### src/rtl/fifo_wptr_full.sv
// Async FIFO write side: binary/Gray write pointer, full, almost-full, level, overflow.
// FIFO_WOVF_STICKY_EN makes wovf sticky until ovf_clr; otherwise it is a one-cycle pulse.
module fifo_wptr_full #(
    parameter int ADDR_W    = 4,
    parameter int AF_THRESH = 12
) (
    input  logic              clk,
    input  logic              rst,
    input  logic              winc,
    input  logic              ovf_clr,
    input  logic [ADDR_W:0]   rq2_rptr,
    output logic [ADDR_W:0]   wptr,
    output logic [ADDR_W-1:0] waddr,
    output logic              wen,
    output logic              wfull,
    output logic              walmost_full,
    output logic [ADDR_W:0]   wlevel,
    output logic              wovf
);

    localparam logic [ADDR_W:0] AF_LVL = (ADDR_W+1)'(AF_THRESH);

    logic [ADDR_W:0] wbin;
    logic [ADDR_W:0] wbin_next;
    logic [ADDR_W:0] wgray_next;
    logic [ADDR_W:0] rbin;
    logic [ADDR_W:0] level_next;
    logic [ADDR_W:0] full_cmp;
    logic            ovf_evt;

    assign wen        = winc & ~wfull & ~rst;
    assign ovf_evt    = winc & wfull & ~rst;
    assign wbin_next  = wbin + {{ADDR_W{1'b0}}, wen};
    assign wgray_next = wbin_next ^ (wbin_next >> 1);
    assign waddr      = wbin[ADDR_W-1:0];

    // Full when the write pointer is one lap ahead: top two Gray bits inverted.
    assign full_cmp = {~rq2_rptr[ADDR_W:ADDR_W-1], rq2_rptr[ADDR_W-2:0]};

    always_comb begin
        rbin = '0;
        for (int i = 0; i <= ADDR_W; i++) begin
            rbin[i] = ^(rq2_rptr >> i);
        end
    end

    assign level_next = wbin_next - rbin;

    always_ff @(posedge clk) begin
        if (rst) begin
            wbin         <= '0;
            wptr         <= '0;
            wfull        <= 1'b0;
            walmost_full <= 1'b0;
            wlevel       <= '0;
        end else begin
            wbin         <= wbin_next;
            wptr         <= wgray_next;
            wfull        <= (wgray_next == full_cmp);
            walmost_full <= (level_next >= AF_LVL);
            wlevel       <= level_next;
        end
    end

`ifdef FIFO_WOVF_STICKY_EN
    // A new overflow beats a simultaneous clear so no event is lost.
    always_ff @(posedge clk) begin
        if (rst) begin
            wovf <= 1'b0;
        end else if (ovf_evt) begin
            wovf <= 1'b1;
        end else if (ovf_clr) begin
            wovf <= 1'b0;
        end
    end
`else
    logic ovf_clr_unused;
    assign ovf_clr_unused = ovf_clr;

    always_ff @(posedge clk) begin
        if (rst) begin
            wovf <= 1'b0;
        end else begin
            wovf <= ovf_evt;
        end
    end
`endif

endmodule
### config.mk
export PLATFORM = sky130hd
export DESIGN_NAME = fifo_wptr_full
export DESIGN_NICKNAME = d
export VERILOG_FILES = /design/src/rtl/fifo_wptr_full.sv
export SDC_FILE = /design/constraint.sdc
export NUM_CORES = 1
export LEC_CHECK = 0
export BUFFER_PORTS_ARGS = -buffer_cell sky130_fd_sc_hd__buf_2
export CAP_MARGIN = 20
export CORE_MARGIN = 2
export CORE_UTILIZATION = 53
export DETAILED_ROUTE_END_ITERATION = 10
export PLACE_DENSITY = 0.82
export SLEW_MARGIN = 30
export SYNTH_ARGS = -nofsm -noshare
export SYNTH_HDL_FRONTEND = slang
export SYNTH_SLANG_ARGS = --single-unit
### constraint.sdc
create_clock -name clk -period 5.2 [get_ports clk]
set_clock_uncertainty 0.15 [all_clocks]
set_input_delay 1.04 -clock clk [delete_from_list [all_inputs] [get_ports clk]]
set_output_delay 1.04 -clock clk [all_outputs]
set_load 0.02 [all_outputs]
After elaboration in Yosys (flattened, before gate mapping). Cells that the tools add are included.

Order comparisons: 1. $add $sub $neg: 2. Bitwise gates (word level): 8. Eq/ne operators: 1. Reduce and logical (&&, ||, !) cells: 5.

Operators by type and width (count): parity 5 bit (5); adder 5 x 1 -> 5 bit (1); == test 5 bit (1); >= comparator 5 x 4 -> 1 bit (second input constant) (1); subtractor 5 bit (1); bitwise XOR 5 x 4 -> 5 bit (1); bitwise AND 1 bit (4); inverter 1 bit (2); inverter 2 bit (1).

Input port bits: 9. Flip-flop bits (word level): 18.

Depth between registers and ports, before layout. Gate-level depths: netlist of run 1.

Depth after elaboration: 6. Mapped depth: 12. Mapped depth without buffers: 11.

Worst setup path after synthesis of run 1. OpenSTA, ideal clock, no wires.

Path kind: input-to-reg. Start point: in rst. End point: reg walmost_full. Required time: 4.916 ns. Library setup time: 0.134 ns. Path buffers: 1. Cell stages on the path: 12. Setup slack: 1.141 ns. Arrival time: 3.775 ns. Cell sequence: clkbuf_1 nor3b_1 ha_1 nand3_1 xor2_2 inv_1 ha_1 nor4bb_1 a211oi_1 o21ai_0 a311oi_1 o22ai_1.

Cells in the longest elaborated chain, start to end: 5.

RTL lines: from (decl) (RTL line 8) `input logic rst,`; inverter 1 bit (RTL line 31) `assign wen = winc & ~wfull & ~rst;`; bitwise AND 1 bit (RTL line 31); named net wen (RTL line 14) `output logic wen,`; adder 5 x 1 -> 5 bit (RTL line 33) `assign wbin_next = wbin + {{ADDR_W{1'b0}}, wen};`; named net wbin_next[3] (RTL line 24) `logic [ADDR_W:0] wbin_next;`; subtractor 5 bit (RTL line 47) `assign level_next = wbin_next - rbin;`; >= comparator 5 x 4 -> 1 bit (RTL line 60) `walmost_full <= (level_next >= AF_LVL);`; to (signal assigned) (RTL line 60); to (decl) (RTL line 16) `output logic walmost_full,`.

The timed path passes the listed nets, and every way through them passes these cells. A chain may end at the register's enable or synchronous reset.

Final worst setup path of run 1.
Start point: in rst. End point: reg walmost_full.

Cells in the longest elaborated chain, start to end: 5.

RTL lines (RTL line): inverter 1 bit (31); bitwise AND 1 bit (31); adder 5 x 1 -> 5 bit (33); named net wbin_next[3] (24); subtractor 5 bit (47); >= comparator 5 x 4 -> 1 bit (60).

The timed path passes the listed nets, and every way through them passes these cells.

==> impl_metrics.env, run 1 <==
export IMPL_critical_path_start_type="input pin"
export IMPL_drt_drc_violations_left=0
export IMPL_finalCriticalPeriod_ns=3.73
export IMPL_dp_hpwl_mm=1.30
export IMPL_floorplan_io_pins=27
export IMPL_drt_first_iter_violations=9
export IMPL_crit_fanout=19
export IMPL_antenna_cells=0
export IMPL_most_frequent_cells_in_the_layout="sky130_fd_sc_hd__buf_2, sky130_fd_sc_hd__dfxtp_1, sky130_fd_sc_hd__nor2_1"
export IMPL_wirelength_mm=1.56
export IMPL_count_of_buffers_from_port_buffering=25
export IMPL_unrepaired_setup_endpoints_after_global_routing="false"
export IMPL_cts_hold_buffers=0
export IMPL_cts_max_level=1
export IMPL_syn_cell_area_um2=901
export IMPL_worstSetupEndpointType="flip-flop"
export IMPL_tritoncts="yes"
export IMPL_leakagePower_uw=0.000534
export IMPL_area_delta_synth_final_pct=17.9
export IMPL_finalHoldViolations=0
export IMPL_core_area_um2=1540
export IMPL_crit_top_cell="sky130_fd_sc_hd__ha_1"
export IMPL_holdWs_ns=0.395
export IMPL_cts_num_sinks=17
export IMPL_worst_ep_required_time_ns=5.21
export IMPL_placed_cells_incl_taps=130
export IMPL_final_nets=134
export IMPL_max_cap_violations=0
export IMPL_non_filler_cells_in_the_finished_layout=134
export IMPL_die_w_um=45.2
export IMPL_synth_warnings=0
export IMPL_num_rows=14
export IMPL_syn_num_nets=107
export IMPL_routabilityCongestion=0.851
export IMPL_timing_final_setup_violations=0
export IMPL_clock_tree_buffer_depth=2
export IMPL_routedWlPerCell_um=11.6
export IMPL_drt_pass1_iterations=3
export IMPL_sequence_of_cells_on_the_critical_path="buf_2 -> nor3b_1 -> ha_1 -> nand3_1 -> xor2_2 -> inv_1 -> ha_1 -> nor4bb_1 -> a211oi_1 -> o21ai_0 -> a311oi_1 -> o22ai_1"
export IMPL_number_of_buffers_created_by_cts=3
export IMPL_worstPathArrival_ns=3.74
export IMPL_grt_max_degree=20
export IMPL_finalMaxSlewViolations=0
export IMPL_relSlewSlack=0.714
export IMPL_antenna_found_initial=0
export IMPL_cts_repair_resized=0
export IMPL_area_enclosed_by_the_die_boundary_um2=2050
export IMPL_critPathSlowestCell="sky130_fd_sc_hd__ha_1"
export IMPL_synthCells=92
export IMPL_setup_tns_ns=0
export IMPL_synth_seq_cells=17
export IMPL_drive_gt1_frac=0.305
export IMPL_cts_reportedPaths_clkPinSlew_ns=0.10
export IMPL_timing_hold_worst_class="reg -> reg"
export IMPL_critPathKind="in -> reg"
export IMPL_synth_yosys_seq_area_share=0.378
export IMPL_initial_utilization=0.584
export IMPL_tightest_slew_ns=0.428
export IMPL_post_route_period_util=0.717
export IMPL_clk_latency_ns=0.28
export IMPL_vias_per_cell=5.13
export IMPL_grt_overflow_total=0
export IMPL_critical_path_buf_inv_count=2
export IMPL_track_usage=0.160
export IMPL_synth_cell_type_count=31
export IMPL_mostFrequentLayoutCell="sky130_fd_sc_hd__buf_2"
export IMPL_grt_pass1_vias=607
export IMPL_total_power_density_per_cell_area_nw_per_um2=295
export IMPL_worst_ir_drop_vdd_uv=218
export IMPL_grt_first_pass_wirelength_mm=2.42
export IMPL_postCtsSetupRepairBufs=0
export IMPL_result_of_the_run="complete, no violations"
export IMPL_achievable_frequency_mhz=268
export IMPL_detail_route_antenna_nets=0
export IMPL_via_count=688
export IMPL_fillerInstances=126
export IMPL_timing_critical_path_slowest_cell_delay_ns=0.39
export IMPL_synthesis_area_per_instance_um2=9.79
export IMPL_timing_critical_path_max_delay_family="compound AO/OA/AOI/OAI gates"
export IMPL_cts_root_buffer="sky130_fd_sc_hd__clkbuf_4"
export IMPL_fp_dieH_um=45.2
[cells by family after synthesis]
group / after synthesis / synth area share
AO/OA/AOI/OAI: 7 / 0.0694
XOR/XNOR: 18 / 0.208
adder cells (fa/ha/maj): 6 / 0.0833
buffers and inverters: 8 / 0.0333
flip-flops: 17 / 0.378
multiplexers: 2 / 0.0222
AND/OR/NAND/NOR: 34 / 0.206
[synthesized netlist by cell type (all sizes together)]
library cell / instances / area share
nand3: 3 / 0.017
ha: 6 / 0.083
nor2: 12 / 0.050
and3b: 1 / 0.0097
nand2: 2 / 0.0083
inv: 5 / 0.021
nor4b: 1 / 0.0097
or3: 1 / 0.0069
dfxtp: 17 / 0.38
xor2: 9 / 0.10
clkbuf: 2 / 0.0083
nor3b: 2 / 0.017
mux2i: 2 / 0.022
and3: 1 / 0.0069
nor2b: 6 / 0.042
a311oi: 1 / 0.0097
a211oi: 1 / 0.0083
a2111oi: 1 / 0.017
o22ai: 1 / 0.0069
o21ai: 1 / 0.0056
a21oi: 1 / 0.0056
buf: 1 / 0.0042
xnor2: 9 / 0.10
nor4bb: 1 / 0.011
nand2b: 1 / 0.0069
nor3: 1 / 0.0056
a221oi: 1 / 0.017
and2: 2 / 0.015
[cell type report]
type	instances	area (um^2)	share of cell area
repair buffers	25	125	0.118
clock inverters	1	5.00	0.00471
inverters	5	18.8	0.0177
multi-input cells	67	531	0.499
flip-flops and latches	17	340	0.320
clock buffers	3	22.5	0.0212
well taps	16	20.0	0.0188
[path summary, 6_finish.rpt]
kind | from | endpoint | slack (ns) | cells past startpoint
max | rst | walmost_full | 1.47 | 12
min | wfull | wovf | 0.39 | 1
max reg2reg | wfull | walmost_full | 2.12 | 11
min reg2reg | wfull | wovf | 0.39 | 1
[flip-flops by register name, indices dropped and copies added (netlist names)]
register      cells
wlevel            5
wptr              5
wbin              4
walmost_full      1
wfull             1
wovf              1
[per-stage QoR]
step,utilization,setup slack (ns),instance area [um^2],total power [uW]
detailed placement,0.671,1.21,1030,250
global route,0.689,1.31,1060,330
finish,0.689,1.47,1060,313
CTS,0.689,1.52,1060,316
global placement,0.671,1.35,1030,247
floorplan,-,1.14,901,224
[per-layer routing]
metal | global-route usage | routed length, um | vias up
li1 | - | - | 357
met1 | 0.187 | 690 | 315
met2 | 0.294 | 794 | 14
met3 | 0.0120 | 52 | 2
met4 | 0.0706 | 20 | 0
met5 | 0 | 0 | -
[power by group]
group	switching (uW)	internal, uW	leakage [uW]
combinational	59.5	41.9	0.000378
sequential	2.64	143	0.000139
clock	37.9	28.5	0.0000177
(Power assumes the default switching activity.)
==> inputs of run 2 (changes only) <==
Settings changed: ABC_AREA set to 1, CORE_UTILIZATION 53 to 50, PLACE_DENSITY 0.82 to 0.77.
Clock period 5.2 ns to 3.5 ns, I/O delays scaled along.
==> run 2 against run 1 <==
  * Die area increased by 13%
  * Non-clock buffer count did not move
  * Wire length up 16%
  * Clock power up 52%
  * Register-to-register slack worse by 0.95 ns
  * Worst hold slack worse by 0.088 ns
  * First-iteration DRC count fell by 33%
  * Via count is 24% higher
  * Utilization down 3.9 points
  * Sequential power up 47%
  * Total power is 42% higher
==> impl_metrics.env, run 2 <==
export IMPL_num_rows=15
export IMPL_finalHoldViolations=0
export IMPL_most_used_standard_cell_by_instance_count_after_synthesis="sky130_fd_sc_hd__nand2_1"
export IMPL_fp_dieH_um=48.0
export IMPL_routedWlPerCell_um=9.59
export IMPL_routabilityCongestion=0.860
export IMPL_die_w_um=48.0
export IMPL_count_of_buffers_from_port_buffering=25
export IMPL_synth_cell_type_count=19
export IMPL_worstPathArrival_ns=2.87
export IMPL_grt_max_degree=15
export IMPL_drive_gt1_frac=0.264
export IMPL_finalCriticalPeriod_ns=2.85
export IMPL_most_frequent_cells_in_the_layout="sky130_fd_sc_hd__nand2_1, sky130_fd_sc_hd__buf_2, sky130_fd_sc_hd__inv_1"
export IMPL_grt_overflow_total=0
export IMPL_final_seq_area_um2=340
export IMPL_synthCells=135
export IMPL_critPathKind="in -> reg"
export IMPL_reg_top3="wlevel (5), wptr (5), wbin (4)"
export IMPL_cts_hold_buffers=0
export IMPL_syn_num_nets=150
export IMPL_setup_tns_ns=0
export IMPL_total_power_density_per_cell_area_nw_per_um2=387
export IMPL_r2r_cell_count=15
export IMPL_hold_path_startpoint="wfull"
export IMPL_synth_warnings=0
export IMPL_result_of_the_run="complete, no violations"
export IMPL_synth_seq_cells=17
export IMPL_yosys_area_top_type_share=0.352
export IMPL_via_count=853
export IMPL_cts_root_buffer="sky130_fd_sc_hd__clkbuf_4"
export IMPL_clock_tree_buffer_depth=2
export IMPL_finalMaxSlewViolations=0
export IMPL_tritoncts="yes"
export IMPL_core_area_um2=1760
export IMPL_yosys_top_cells_area="sky130_fd_sc_hd__dfxtp_1, sky130_fd_sc_hd__nand2_1, sky130_fd_sc_hd__inv_1"
export IMPL_grt_first_pass_wirelength_mm=2.82
export IMPL_ys_top_cells_by_count="sky130_fd_sc_hd__nand2_1, sky130_fd_sc_hd__inv_1, sky130_fd_sc_hd__dfxtp_1, sky130_fd_sc_hd__nor2_1, sky130_fd_sc_hd__nand3_1"
export IMPL_relSlewSlack=0.822
export IMPL_drt_pass1_iterations=4
export IMPL_multi_input_area_um2=533
export IMPL_whs_endpoint="wovf"
export IMPL_worstHoldPathCells=2
export IMPL_wirelength_mm=1.80
export IMPL_syn_cell_area_um2=967
export IMPL_post_route_period_util=0.815
export IMPL_initial_utilization=0.548
export IMPL_cts_repair_resized=0
export IMPL_area_delta_synth_final_pct=18.6
export IMPL_floorplan_io_pins=27
export IMPL_detail_route_antenna_nets=0
export IMPL_area_enclosed_by_the_die_boundary_um2=2300
export IMPL_synthesis_area_per_instance_um2=7.16
export IMPL_achievable_frequency_mhz=351
export IMPL_crit_fanout=14
export IMPL_timing_final_setup_violations=0
export IMPL_synth_async_reset_ratio=0
export IMPL_cts_num_sinks=17
export IMPL_final_nets=179
export IMPL_drt_first_iter_violations=6
export IMPL_drt_drc_violations_left=0
export IMPL_r2r_start="wfull"
export IMPL_worstSetupEndpointType="flip-flop"
export IMPL_dp_hpwl_mm=1.53
export IMPL_leakagePower_uw=0.000661
export IMPL_unrepaired_setup_endpoints_after_global_routing="false"
export IMPL_synth_edff_count=0
export IMPL_synthDominantAreaCellType="sky130_fd_sc_hd__dfxtp_1"
export IMPL_timing_hold_worst_class="reg -> reg"
export IMPL_cts_max_level=1
export IMPL_synth_yosys_seq_area_share=0.352
export IMPL_worst_ep_required_time_ns=3.52
export IMPL_finish_utilization=0.650
export IMPL_regToRegSetupSlack_ns=1.17
export IMPL_postCtsSetupRepairBufs=0
export IMPL_critical_path_reg2reg_endpoint="wlevel[3]"
export IMPL_worst_ir_drop_vdd_uv=265
export IMPL_critical_path_start_type="input pin"
export IMPL_clk_latency_ns=0.28
export IMPL_synthFlopType="sky130_fd_sc_hd__dfxtp_1"
export IMPL_antenna_cells=0
export IMPL_number_of_buffers_created_by_cts=3
export IMPL_vias_per_cell=4.54
export IMPL_antenna_found_initial=0
export IMPL_mostFrequentLayoutCell="sky130_fd_sc_hd__nand2_1"
export IMPL_max_cap_violations=0
export IMPL_fillerInstances=185
export IMPL_track_usage=0.179
export IMPL_tightest_slew_ns=0.265
export IMPL_grt_pass1_vias=698
export IMPL_cts_reportedPaths_clkPinSlew_ns=0.10
-- run 2: changes by cell type after synthesis, moves of 3 or more --
cell,before,now
sky130_fd_sc_hd__inv_1,5,23
sky130_fd_sc_hd__nand2_1,2,37
sky130_fd_sc_hd__nand2_2,0,4
sky130_fd_sc_hd__nand3_1,3,8
sky130_fd_sc_hd__nor2_1,12,17
sky130_fd_sc_hd__nor2b_1,6,0
sky130_fd_sc_hd__xnor2_1,7,3
sky130_fd_sc_hd__xor2_1,7,4
-- run 2: metrics by stage --
step / instances / total power [uW] / instance area, um^2 / worst slack [ns] / hold slack [ns]
global placement: 184 / 345 / 1120 / 0.410 / 0.282
global route: 188 / 473 / 1150 / 0.391 / 0.331
CTS: 188 / 449 / 1150 / 0.652 / 0.311
detailed placement: 184 / 349 / 1120 / 0.348 / 0.297
finish: 188 / 444 / 1150 / 0.648 / 0.307
floorplan: 135 / 313 / 967 / 0.568 / 0.368
-- run 2: cell type report --
type                    instances  share of cell area
inverters                      24              0.0785
repair buffers                 25               0.109
well taps                      25              0.0273
clock buffers                   3              0.0196
clock inverters                 1             0.00436
flip-flops and latches         17               0.297
multi-input cells              93               0.465
-- run 2: report_power, final --
part	internal, uW	switching, uW
sequential	209	4.06
combinational	46.5	83.5
clock	42.4	58.6
-- run 2: logic make-up (layout without fill, tap and decap cells) --
family / Yosys count / after routing / share of synthesized area
AOI/OAI and AO/OA: 3 / 3 / 0.0155
xor gates and xnor gates: 9 / 9 / 0.0970
adders and majority gates: 6 / 6 / 0.0776
buffers and inverters: 25 / 53 / 0.0970
DFF: 17 / 17 / 0.352
and+or+nand+nor: 75 / 75 / 0.361
-- run 2: how the worst max path moves through the flow --
stage               start      endpoint  slack [ns]  depth (start not counted)
finish                rst     wlevel[3]        0.65                         18
global route          rst     wlevel[3]        0.39                         18
global placement      rst     wlevel[3]        0.41                         18
floorplan             rst  walmost_full        0.57                         17
CTS                   rst     wlevel[3]        0.65                         18
detailed placement    rst     wlevel[3]        0.35                         18
-- run 2: per-layer routing --
metal	share of wire	vias up	track usage
met5	0	-	0
met4	0.011	0	0.0973
met3	0.029	2	0.0113
met2	0.49	14	0.304
met1	0.47	377	0.224
li1	-	460	-
-- run 2: critical path: stages --
cell and delay [ns]:
sky130_fd_sc_hd__buf_2 0.19, sky130_fd_sc_hd__inv_1 0.19, sky130_fd_sc_hd__nand2_1 0.07, sky130_fd_sc_hd__nor2_1 0.12
sky130_fd_sc_hd__ha_1 0.20, sky130_fd_sc_hd__ha_1 0.23, sky130_fd_sc_hd__inv_1 0.05, sky130_fd_sc_hd__nand2_1 0.05
sky130_fd_sc_hd__and2_2 0.18, sky130_fd_sc_hd__inv_1 0.07, sky130_fd_sc_hd__ha_1 0.31, sky130_fd_sc_hd__inv_1 0.08
sky130_fd_sc_hd__nor2_1 0.11, sky130_fd_sc_hd__nand3_2 0.09, sky130_fd_sc_hd__nand2_1 0.07, sky130_fd_sc_hd__nand2_1 0.06
sky130_fd_sc_hd__nand2_1 0.06, sky130_fd_sc_hd__nor2_1 0.04
==> inputs of run 3 (changes only) <==
Settings changed: CORE_UTILIZATION 50 to 45, PLACE_DENSITY 0.77 to 0.73.
Clock period 3.5 ns to 2.3 ns, I/O delays scaled along.
==> run 3 against run 2 <==
  * Final cell count up 7.4%
  * Clock-buffer cell count up 1
  * Wire length up 4.5%
  * Die area up 10%
==> impl_metrics.env, run 3 (synthesized netlist as in run 2, its figures left out) <==
export IMPL_result_of_the_run="complete, no violations"
export IMPL_timing_final_setup_violations=0
export IMPL_critPathSlowestCell="sky130_fd_sc_hd__ha_4"
export IMPL_timing_hold_worst_class="in -> reg"
export IMPL_antenna_found_initial=0
export IMPL_vias_per_cell=4.34
export IMPL_grt_overflow_total=0
export IMPL_count_of_buffers_from_port_buffering=25
export IMPL_cts_repair_resized=0
export IMPL_postPlaceCellArea_um2=1270
export IMPL_cp_depth=18
export IMPL_final_nets=191
export IMPL_cts_max_level=1
export IMPL_drt_drc_violations_left=0
export IMPL_critPathKind="in -> reg"
export IMPL_grt_pass1_vias=868
export IMPL_cts_num_sinks=17
export IMPL_final_cell_area_um2=1290
export IMPL_achievable_frequency_mhz=474
export IMPL_drive_gt1_frac=0.360
export IMPL_core_area_um2=2000
export IMPL_wirelength_mm=1.89
export IMPL_hold_path_startpoint="winc"
export IMPL_number_of_buffers_created_by_cts=3
export IMPL_worstPathArrival_ns=2.14
export IMPL_timing_critical_path_slowest_cell_delay_ns=0.28
export IMPL_detail_route_antenna_nets=0
export IMPL_routabilityCongestion=0.848
export IMPL_drt_pass1_iterations=4
export IMPL_critical_path_start_type="input pin"
export IMPL_most_frequent_cells_in_the_layout="sky130_fd_sc_hd__nand2_1, sky130_fd_sc_hd__buf_2, sky130_fd_sc_hd__inv_1"
export IMPL_unrepaired_setup_endpoints_after_global_routing="false"
export IMPL_max_cap_violations=0
export IMPL_holdWs_ns=0.283
export IMPL_relSlewSlack=0.837
export IMPL_worst_ir_drop_vdd_uv=335
export IMPL_total_power_density_per_cell_area_nw_per_um2=543
export IMPL_floorplan_io_pins=27
export IMPL_placement_setup_worst_slack_ns=-0.128
export IMPL_area_enclosed_by_the_die_boundary_um2=2540
export IMPL_clock_tree_buffer_depth=2
export IMPL_dp_hpwl_mm=1.58
export IMPL_worstSetupEndpointType="flip-flop"
export IMPL_grt_first_pass_wirelength_mm=3.34
export IMPL_finalHoldViolations=0
export IMPL_antenna_cells=0
export IMPL_post_route_period_util=0.917
export IMPL_clk_latency_ns=0.28
export IMPL_leakagePower_uw=0.000707
export IMPL_initial_utilization=0.483
export IMPL_via_count=877
export IMPL_fp_dieH_um=50.4
export IMPL_regToRegSetupSlack_ns=0.27
export IMPL_worstHoldPathCells=3
export IMPL_r2r_start="wfull"
export IMPL_cts_hold_buffers=0
export IMPL_track_usage=0.172
export IMPL_routedWlPerCell_um=9.33
export IMPL_worst_ep_required_time_ns=2.33
export IMPL_whs_endpoint="wovf"
export IMPL_postCtsSetupRepairBufs=0
export IMPL_critical_path_buf_inv_count=5
export IMPL_critical_path_reg2reg_endpoint="walmost_full"
export IMPL_tightest_slew_ns=0.243
export IMPL_timing_critical_path_max_delay_family="simple AND/OR/NAND/NOR gates"
export IMPL_finalCriticalPeriod_ns=2.11
export IMPL_drt_first_iter_violations=10
export IMPL_area_delta_synth_final_pct=33.6
export IMPL_tritoncts="yes"
export IMPL_sequence_of_cells_on_the_critical_path="buf_2 -> inv_4 -> nand2_2 -> nor2_4 -> ha_4 -> ha_4 -> inv_1 -> nand2_1 -> and2_4 -> inv_2 -> ha_4 -> inv_2 -> nor2_2 -> nand3_2 -> nand2_1 -> nand2_1 -> nand3_1 -> nand2_1"
export IMPL_cts_root_buffer="sky130_fd_sc_hd__clkbuf_4"
export IMPL_reg_top3="wlevel (5), wptr (5), wbin (4)"
export IMPL_total_power_uw=702
export IMPL_cts_reportedPaths_clkPinSlew_ns=0.09
export IMPL_fillerInstances=182
export IMPL_num_rows=16
export IMPL_mostFrequentLayoutCell="sky130_fd_sc_hd__nand2_1"
export IMPL_crit_top_cell="sky130_fd_sc_hd__nand2_1"
export IMPL_final_critical_path_setup_slack_ns=0.191
export IMPL_die_w_um=50.4
export IMPL_crit_fanout=3
export IMPL_finalMaxSlewViolations=0
export IMPL_r2r_cell_count=15
export IMPL_grt_max_degree=14
==> run 3: cell count changes in the layout (fill, tap and decap cells not counted), moves of 2 or more <==
cell	previous run	this run
sky130_fd_sc_hd__buf_4	0	12
sky130_fd_sc_hd__ha_1	6	3
sky130_fd_sc_hd__ha_4	0	3
sky130_fd_sc_hd__inv_1	23	20
sky130_fd_sc_hd__inv_2	1	3
sky130_fd_sc_hd__nor2_1	17	15
==> run 3: through the flow <==
stage | util | cells | setup TNS (ns)
3_5_place_dp | 0.633 | 198 | -0.336
4_1_cts | 0.646 | 202 | 0
3_3_place_gp | 0.633 | 198 | -0.147
6_report | 0.646 | 202 | 0
2_1_floorplan | - | 135 | 0
5_1_grt | 0.646 | 202 | 0
==> run 3: tightest hold or removal path: cells and delay by family <==
family                 cells  cell delay (ns)
buffers and inverters      1             0.11
and+or+nand+nor            2             0.11
==> run 3: worst max-delay path by stage <==
stage	slack [ns]	from	end
after floorplan	0.009	rst	walmost_full
after global placement	-0.06	rst	walmost_full
after detailed placement	-0.13	rst	walmost_full
after CTS	0.17	rst	walmost_full
after global routing	0.06	rst	walmost_full
final	0.19	rst	walmost_full
==> run 3: final cells by class <==
cell class                      count  area, um^2  area share
Tap cell                           27        33.8      0.0261
Inverter                           24        92.6      0.0716
Timing Repair Buffer               37         215       0.167
Clock buffer                        4        26.3      0.0203
Sequential cell                    17         340       0.263
Multi-Input combinational cell     93         584       0.452
==> run 3: report_power, final <==
group          switching [uW]  total [uW]  internal, uW  leakage [uW]
logic                     135         229          94.5      0.000553
registers                7.69         326           318      0.000139
clock network            80.0         147          67.1     0.0000150
total                     223         702           480      0.000707
==> run 3: metal layers <==
layer  vias to the layer above  wire length (um)  GRT usage  part of all wire
met5                         -                 0          0                 0
li1                        484                 -          -                 -
met4                         0                19     0.0676             0.010
met1                       378               852      0.182              0.45
met3                         2                48     0.0268             0.025
met2                        13               964      0.333              0.51
